`config.mk`:
```
export PLATFORM = sky130hd
export DESIGN_NAME = ram_input_seq
export DESIGN_NICKNAME = d
export VERILOG_FILES = /design/src/rtl/ram_input_pkg.sv /design/src/rtl/ram_input_skid.sv /design/src/rtl/ram_input_seq.sv
export SDC_FILE = /design/constraint.sdc
export NUM_CORES = 1
export LEC_CHECK = 0
export CAP_MARGIN = 20
export CORE_MARGIN = 10
export CORE_UTILIZATION = 42
export DETAILED_ROUTE_END_ITERATION = 10
export SYNTH_ARGS = -nofsm -noshare
export SYNTH_HDL_FRONTEND = slang
export SYNTH_SLANG_ARGS = --single-unit
```
`constraint.sdc`:
```
create_clock -name clk_i -period 7.59 [get_ports clk_i]
set_clock_uncertainty 0.2 [all_clocks]
set_input_delay 1.518 -clock clk_i [delete_from_list [all_inputs] [get_ports clk_i]]
set_output_delay 1.518 -clock clk_i [all_outputs]
set_load 0.02 [all_outputs]
```
`src/rtl/ram_input_pkg.sv`:
```
// Shared types and default sizing for the input-vector RAM sequencer.
package ram_input_pkg;

  typedef enum logic [1:0] {
    IDLE = 2'd0,
    LOAD = 2'd1,
    SCAN = 2'd2
  } seq_state_t;

  localparam int unsigned DefaultDataWidth = 1;
  localparam int unsigned DefaultAddrWidth = 10;
  localparam int unsigned DefaultDepth     = 784;

endpackage

```
`src/rtl/ram_input_skid.sv`:
```
// Two-entry in-order buffer that absorbs the RAM read latency while the consumer stalls.
module ram_input_skid #(
  parameter int unsigned DATA_WIDTH = 1
) (
  input  logic                  clk_i,
  input  logic                  rst_ni,
  input  logic                  push_i,
  input  logic [DATA_WIDTH-1:0] push_data_i,
  input  logic                  push_last_i,
  input  logic                  pop_i,
  output logic [DATA_WIDTH-1:0] data_o,
  output logic                  last_o,
  output logic [1:0]            cnt_o
);

  logic [DATA_WIDTH-1:0] data0_q, data0_d, data1_q, data1_d;
  logic                  last0_q, last0_d, last1_q, last1_d;
  logic [1:0]            cnt_q, cnt_d, cnt_mid;
  logic                  pop_ok, push_ok;

  always_comb begin
    data0_d = data0_q;
    data1_d = data1_q;
    last0_d = last0_q;
    last1_d = last1_q;
    pop_ok  = pop_i && (cnt_q != 2'd0);
    push_ok = push_i && ((cnt_q != 2'd2) || pop_ok);
    cnt_mid = cnt_q - {1'b0, pop_ok};
    if (pop_ok) begin
      data0_d = data1_q;
      last0_d = last1_q;
    end
    // New beat lands in the first free slot after the pop has shifted the queue.
    if (push_ok) begin
      if (cnt_mid == 2'd0) begin
        data0_d = push_data_i;
        last0_d = push_last_i;
      end else begin
        data1_d = push_data_i;
        last1_d = push_last_i;
      end
    end
    cnt_d = cnt_mid + {1'b0, push_ok};
  end

  always_ff @(posedge clk_i or negedge rst_ni) begin
    if (!rst_ni) begin
      data0_q <= '0;
      data1_q <= '0;
      last0_q <= 1'b0;
      last1_q <= 1'b0;
      cnt_q   <= 2'd0;
    end else begin
      data0_q <= data0_d;
      data1_q <= data1_d;
      last0_q <= last0_d;
      last1_q <= last1_d;
      cnt_q   <= cnt_d;
    end
  end

  assign data_o = data0_q;
  assign last_o = last0_q;
  assign cnt_o  = cnt_q;

endmodule

```
`src/rtl/ram_input_seq.sv`:
```
// Input-vector RAM sequencer: LOAD writes a stream into the RAM, SCAN streams it back out.
// Defining RAM_SEQ_STATS_EN adds the saturating stall_cnt_o backpressure counter.
module ram_input_seq
  import ram_input_pkg::*;
#(
  parameter int unsigned DATA_WIDTH = DefaultDataWidth,
  parameter int unsigned ADDR_WIDTH = DefaultAddrWidth,
  parameter int unsigned DEPTH      = DefaultDepth
) (
  input  logic                  clk_i,
  input  logic                  rst_ni,
  input  logic                  load_i,
  input  logic                  start_i,
  input  logic                  in_valid_i,
  output logic                  in_ready_o,
  input  logic [DATA_WIDTH-1:0] in_data_i,
  output logic                  out_valid_o,
  input  logic                  out_ready_i,
  output logic [DATA_WIDTH-1:0] out_data_o,
  output logic                  out_last_o,
  output logic [ADDR_WIDTH-1:0] ram_addr_o,
  output logic [DATA_WIDTH-1:0] ram_data_o,
  output logic                  ram_we_o,
  input  logic [DATA_WIDTH-1:0] ram_q_i,
  output logic                  busy_o,
  output logic                  done_o
`ifdef RAM_SEQ_STATS_EN
  ,
  output logic [15:0]           stall_cnt_o
`endif
);

  // One extra pointer bit so DEPTH == 2**ADDR_WIDTH terminates without wrapping.
  localparam int unsigned PtrW = ADDR_WIDTH + 1;
  localparam logic [PtrW-1:0] DepthP = PtrW'(DEPTH);
  localparam logic [PtrW-1:0] LastP  = PtrW'(DEPTH - 1);

  seq_state_t            state_q;
  logic [PtrW-1:0]       wr_ptr_q, rd_ptr_q;
  logic                  inflight_q, infl_last_q, done_q;
  logic [ADDR_WIDTH-1:0] addr_hold_q;

  logic                  wr_fire, pop, issue, skid_last;
  logic [1:0]            buf_cnt;
  logic [2:0]            occ;

  assign in_ready_o  = (state_q == LOAD);
  assign busy_o      = (state_q != IDLE);
  assign done_o      = done_q;
  assign ram_we_o    = in_valid_i & in_ready_o;
  assign ram_data_o  = in_data_i;
  assign wr_fire     = ram_we_o;
  assign out_valid_o = (buf_cnt != 2'd0);
  assign out_last_o  = out_valid_o & skid_last;
  assign pop         = out_valid_o & out_ready_i;

  // Occupancy counts a same-cycle pop so a steady out_ready sustains one beat per cycle.
  assign occ   = {1'b0, buf_cnt} + {2'b00, inflight_q} - {2'b00, pop};
  assign issue = (state_q == SCAN) && (rd_ptr_q < DepthP) && (occ < 3'd2);

  always_comb begin
    ram_addr_o = addr_hold_q;
    if (state_q == LOAD) begin
      ram_addr_o = wr_ptr_q[ADDR_WIDTH-1:0];
    end else if ((state_q == SCAN) && (rd_ptr_q < DepthP)) begin
      ram_addr_o = rd_ptr_q[ADDR_WIDTH-1:0];
    end
  end

  always_ff @(posedge clk_i or negedge rst_ni) begin
    if (!rst_ni) begin
      addr_hold_q <= '0;
    end else begin
      addr_hold_q <= ram_addr_o;
    end
  end

  always_ff @(posedge clk_i or negedge rst_ni) begin
    if (!rst_ni) begin
      state_q     <= IDLE;
      wr_ptr_q    <= '0;
      rd_ptr_q    <= '0;
      inflight_q  <= 1'b0;
      infl_last_q <= 1'b0;
      done_q      <= 1'b0;
    end else begin
      done_q      <= 1'b0;
      inflight_q  <= issue;
      infl_last_q <= issue && (rd_ptr_q == LastP);
      unique case (state_q)
        IDLE: begin
          if (load_i) begin
            state_q  <= LOAD;
            wr_ptr_q <= '0;
          end else if (start_i) begin
            state_q  <= SCAN;
            rd_ptr_q <= '0;
          end
        end
        LOAD: begin
          if (wr_fire) begin
            wr_ptr_q <= wr_ptr_q + PtrW'(1);
            if (wr_ptr_q == LastP) begin
              state_q <= IDLE;
              done_q  <= 1'b1;
            end
          end
        end
        SCAN: begin
          if (issue) begin
            rd_ptr_q <= rd_ptr_q + PtrW'(1);
          end
          if (pop && out_last_o) begin
            state_q <= IDLE;
            done_q  <= 1'b1;
          end
        end
        default: state_q <= IDLE;
      endcase
    end
  end

  ram_input_skid #(
    .DATA_WIDTH (DATA_WIDTH)
  ) u_skid (
    .clk_i       (clk_i),
    .rst_ni      (rst_ni),
    .push_i      (inflight_q),
    .push_data_i (ram_q_i),
    .push_last_i (infl_last_q),
    .pop_i       (pop),
    .data_o      (out_data_o),
    .last_o      (skid_last),
    .cnt_o       (buf_cnt)
  );

`ifdef RAM_SEQ_STATS_EN
  logic [15:0] stall_cnt_q;

  always_ff @(posedge clk_i or negedge rst_ni) begin
    if (!rst_ni) begin
      stall_cnt_q <= 16'd0;
    end else if ((state_q == IDLE) && start_i && !load_i) begin
      stall_cnt_q <= 16'd0;
    end else if ((state_q == SCAN) && out_valid_o && !out_ready_i &&
                 (stall_cnt_q != 16'hFFFF)) begin
      stall_cnt_q <= stall_cnt_q + 16'd1;
    end
  end

  assign stall_cnt_o = stall_cnt_q;
`endif

endmodule
```
---- Word-level counts from Yosys, hierarchy flattened ----
Index checks and enable logic that the tools add are counted.
word-level totals
  output and inout bits ................... 18
  input port bits ......................... 8
  flip-flop bits (word level) ............. 43
operators by class
  reductions and logical operators ........ 17
  add/subtract/negate cells ............... 6
  muxes and demuxes ....................... 25
  bitwise logic cells ..................... 4
  equality and inequality tests ........... 13
  $lt $le $gt $ge ......................... 2
operators with widths
  operator                                                                  number
  11-bit two-way mux                                                        5
  11-bit one-hot mux with 2 select lines                                    2
  11-bit by 1-bit adder with 11-bit output (second input constant)          2
  11-bit by 10-bit equality test with 1-bit output (second input constant)  2
  10-bit two-way mux                                                        2
  11-bit by 10-bit < comparator with 1-bit output (second input constant)   1
  2-bit two-way mux                                                         5
  2-bit != test (second input constant)                                     5
  1-bit two-way mux                                                         9
  4-bit AND reduction                                                       2
  2-bit nonzero test                                                        4
  1-bit logical AND                                                         6
  2-bit by 1-bit != test with 1-bit output (second input constant)          3
  2-bit one-hot mux with 3 select lines                                     1
  2-bit zero test                                                           2
  2-bit by 1-bit adder with 3-bit output                                    1
  1-bit AND                                                                 3
  3-bit by 2-bit < comparator with 1-bit output (second input constant)     1
  3-bit != test (second input constant)                                     1
  3-bit AND reduction                                                       1
  3-bit by 1-bit subtractor with 3-bit output                               1
  2-bit by 1-bit adder with 2-bit output                                    1
  2-bit by 1-bit equality test with 1-bit output (second input constant)    1
  2-bit equality test (second input constant)                               1
  5 further kinds                                                           5

---- Depth between registers and ports, before layout ----
  depth in word-level cells ............... 7
  depth in mapped cells ................... 9
  gate-level depth less buffers ........... 8

---- Modules after synthesis ----
From an unflattened synthesis, not the netlist that was laid out.
unflattened totals
  cells, all modules ...................... 250
  area, all modules ....................... 2,439.8 um^2
by module, submodules not included
  module          cells an instance  times used  area an instance (um^2)  seq. area each (um^2)
  ram_input_seq   222                1           2,108.3                  925.9
  ram_input_skid  28                 1           331.6                    150.1

---- Least setup slack after synthesis ----
OpenSTA, ideal clock, no wires.
  path kind ............................... input port to flip-flop
  start ................................... input out_ready_i
  end ..................................... register rd_ptr_q[1]
  setup slack ............................. 3.967 ns
  data required time ...................... 7.311 ns
  library setup time ...................... 0.079 ns
  cell stages on the path ................. 9
  buffers on the path ..................... 1
  data arrival time ....................... 3.344 ns
  cell sequence ........................... o21a_1 -> ha_1 -> nand2b_1 -> fa_1 -> xnor2_1 -> o2111a_1 -> o21a_1 -> buf_2 -> mux2i_1
on the way
  word-level cells in the longest chain between the ends .. 6
RTL lines
  element                                        line                  RTL
  from (decl)                                    ram_input_seq.sv:18   input logic out_ready_i,
  1-bit AND                                      ram_input_seq.sv:55   assign pop = out_valid_o & out_ready_i;
  3-bit by 1-bit subtractor with 3-bit output    ram_input_seq.sv:58   assign occ = {1'b0, buf_cnt} + {2'b00, inflight_q} - {2'b00, pop};
  3-bit by 2-bit < comparator with 1-bit output  ram_input_seq.sv:59   assign issue = (state_q == SCAN) && (rd_ptr_q < DepthP) && (occ < 3'd2);
  1-bit logical AND                              ram_input_seq.sv:59
  2-bit != test (no source line)                 -
  4-bit AND reduction (no source line)           -
  to (signal assigned)                           ram_input_seq.sv:111  rd_ptr_q <= rd_ptr_q + PtrW'(1);
  to (decl)                                      ram_input_seq.sv:39   logic [PtrW-1:0] wr_ptr_q, rd_ptr_q;
Every way passes these cells.
A chain may end at the register's enable or synchronous reset.

---- Worst setup path after layout ----
  start ................................... register state_q[0]
  end ..................................... output ram_addr_o[6]
on the way
  word-level cells in the longest chain between the ends .. 4
  elaborated cells on any way between the ends .. 5
RTL lines
  element                 line                 RTL
  from (decl)             ram_input_seq.sv:38  seq_state_t state_q;
  from (signal assigned)  ram_input_seq.sv:80  state_q <= IDLE;
  from (signal assigned)  ram_input_seq.sv:93  state_q <= LOAD;
  from (signal assigned)  ram_input_seq.sv:96  state_q <= SCAN;
  2-bit equality test     ram_input_seq.sv:65  end else if ((state_q == SCAN) && (rd_ptr_q < DepthP)) begin
  1-bit logical AND       ram_input_seq.sv:65
  10-bit two-way mux      ram_input_seq.sv:65
  10-bit two-way mux *    ram_input_seq.sv:63  if (state_q == LOAD) begin
  to (decl)               ram_input_seq.sv:21  output logic [ADDR_WIDTH-1:0] ram_addr_o,
Mark *: on every way between the ends. The rest lies on a longest branch, timed or not.

==> results.md <==
* Vias in the first global route at 1828
* Num Clock Sinks at 43
* Critical path's slowest cell: clkdlybuf4s50_1
* HP Start: u_skid.data1_q
* Detailed Routing Iterations Pass 1 at 4
* Tcrit/Tclk final at 0.614
* Placer congestion estimate at 0.788
* Slew margin rel. at 0.359
* First-pass GRT wire length at 8830 microns
* Placed Area at 0.00261 sq mm
* Clock Path Buffers at 2
* Later-pin clock latency in the skew report at 290 ps
* Root Driver: clkbuf_8
* Fraction of layout cells with a size suffix above 1 at 0.0837
* Min-delay worst type: reg2reg
* Worst-path cell chain: inv_1 > ha_1 > nor2b_1 > o21ai_2 > mux2i_1 > o21ai_0 > clkdlybuf4s50_1
* Peak supply drop at 173 uV
* Crit path max-delay family: buffers and inverters
* Clk slew on worst S/H paths at 90 ps
* RSZ-0062 raised after global routing: no
* Worst Tran Pin Value at 962 ps
* Yosys reg bits at 43
* Post-synth top area cell: dfrtp_1
* Core Box Area at 0.00544 sq mm
* TritonCTS buffer count at 5
* Cell area power density at 319 mW/mm^2
* Sequential area share after synthesis at 0.460
* Final Non-Filler Cells at 335
* Outcome: finished, final reports clean
* Worst setup margin at 2930 ps
* Avg Vias per Cell at 5.31
* RR Endpoint: rd_ptr_q[1]
* Worst Hold Endpoint: u_skid.data1_q
* Top cells by count, synth: dfrtp_1, nand2_1, o21ai_0, a31oi_1, inv_1
* Power Total at 875 uW
* Max-slew violation count at 0
* IO Port Bufs at 23
* Syn Nets at 260
* Postcts setup bufs at 0
* Initial Utilization at 0.430
* FP Rows at 27
* Min cycle time layout at 4660 ps
* Antenna Violating Nets Remaining at 0
* GRT overflow at 0
* H-Tree Depth at 2
* Reg2reg start: u_skid.cnt_o[1]
* Largest net degree at the start of global routing at 44
* Drt drc at 0
* Setup crit end kind: primary output
* Synth Instances at 242
* Fin nets at 280
* Die Wd at 94.6 microns
* Die H at 94.6 microns
* Via Count at 1778
* Ant diodes at 0
* Top FF cell, synth: dfrtp_1
* Leakage at 0.00120 uW
* Total global-route track usage at 0.121
* Worst EP required at 5870 ps
* Detailed Place HPWL at 3700 microns
* DP Cell Count at 327
* Antenna violations before repair at 0
* CP bufs+invs at 2
* Post-placement worst setup slack at 2910 ps
* Most common cell in the netlist: dfrtp_1
* CP Max Fanout at 14
* CP max stage delay at 680 ps
* Synthesized area at 0.00234 sq mm
* Top area cells in the synthesized netlist: dfrtp_1, mux2i_1, ha_1, nand2_1, o21ai_0
* Post-synth top area share at 0.460
* Hold depth at 1
* Iteration-0 DRC Markers at 79
* Crit path DAT at 2940 ps
* Cts repair resizes at 0
* Reg2reg path depth at 8
* Endpoints failing hold at 0
* CP Class: reg2out
* Layout overhead on the synthesized area at 17.3%
* CP Launch Type: flip-flop
* # fillers at 517
* Die area at 0.00895 sq mm
* Post-synth ARST share at 1.00
* Fmax at 215 MHz
* EDFF count, synth at 0
* Syn avg cell area at 9.66 sq um
* Synthesis Warnings at 0
* Yosys cell types at 41
* Finished Cell Area at 0.00274 sq mm
* Setup_tns at 0 ps
* Count of max-cap constraint violations at 0
* Flop-to-flop setup slack at 4410 ps
* CTS tree: yes
* DRT Wirelength at 5060 microns
* Final setup vio count at 0
* Detailed-route wire length per cell at 15.1 microns
* I/O pin cnt at 26
* Hold buffer count at CTS at 0
==> per-layer routing <==
layer  up-vias  track usage  routed length, microns
li1        902            -                       -
met1       851        0.157                    2440
met2        21        0.197                    2400
met3         4       0.0317                     178
met4         0       0.0287                      37
met5         -            0                       0
==> per-stage QoR <==
stage          utilization  hold slack (ps)
6_report             0.504              308
4_1_cts              0.504              308
5_1_grt              0.504              331
3_3_place_gp         0.479              287
3_5_place_dp         0.479              288
2_1_floorplan            -              274
==> cell usage in the layout, fill, tap and decap left out, types with 5 or more instances in the layout <==
cell type / instances
nand2_1: 28
a31oi_1: 15
mux2_2: 8
dfrtp_1: 43
nand4_1: 5
mux2i_1: 12
nor2_1: 12
clkbuf_8: 5
inv_1: 14
nor3_1: 5
o21ai_0: 21
ha_1: 9
clkdlybuf4s50_1: 22
nand3_1: 11
==> flip-flops by register name, summed over array words and instances, names as in the netlist <==
signal and flops:
state_q 2, addr_hold_q 10, u_skid.cnt_o 2, infl_last_q 1
inflight_q 1, u_skid.data1_q 1, done_o 1, u_skid.last1_q 1
wr_ptr_q 11, rd_ptr_q 11, u_skid.last_o 1, u_skid.data_o 1
==> layout make-up <==
class,instances,area (sq um),area share
Tap cell,72,90.1,0.0328
Inverter,14,52.6,0.0192
Sequential cell,43,1080,0.392
Clock inverter,3,67.6,0.0246
Clock buffer,5,68.8,0.0251
Multi-Input combinational cell,174,1150,0.421
Timing Repair Buffer,24,233,0.0849
==> power by group <==
group          switching, uW  total (uW)  internal, uW
registers               29.3         296           267
logic                    219         366           147
clock network           81.3         213           131
==> cell families after synthesis <==
kind of cell    share of synthesized area
compound gates                      0.145
xor+xnor                           0.0262
fa+ha+maj                          0.0567
buf+inv                            0.0460
flops                               0.460
mux                                0.0899
simple gates                        0.176
==> worst max-delay path by stage <==
stage / end / depth (start not counted) / start
after CTS: ram_addr_o[6] / 7 / state_q[0]
after floorplan: rd_ptr_q[1] / 9 / out_ready_i
final: ram_addr_o[6] / 7 / state_q[0]
after global routing: ram_addr_o[6] / 7 / state_q[0]
after detailed placement: rd_ptr_q[1] / 9 / out_ready_i
after global placement: rd_ptr_q[1] / 9 / out_ready_i
Note: power is estimated with default switching activity, not from simulation.
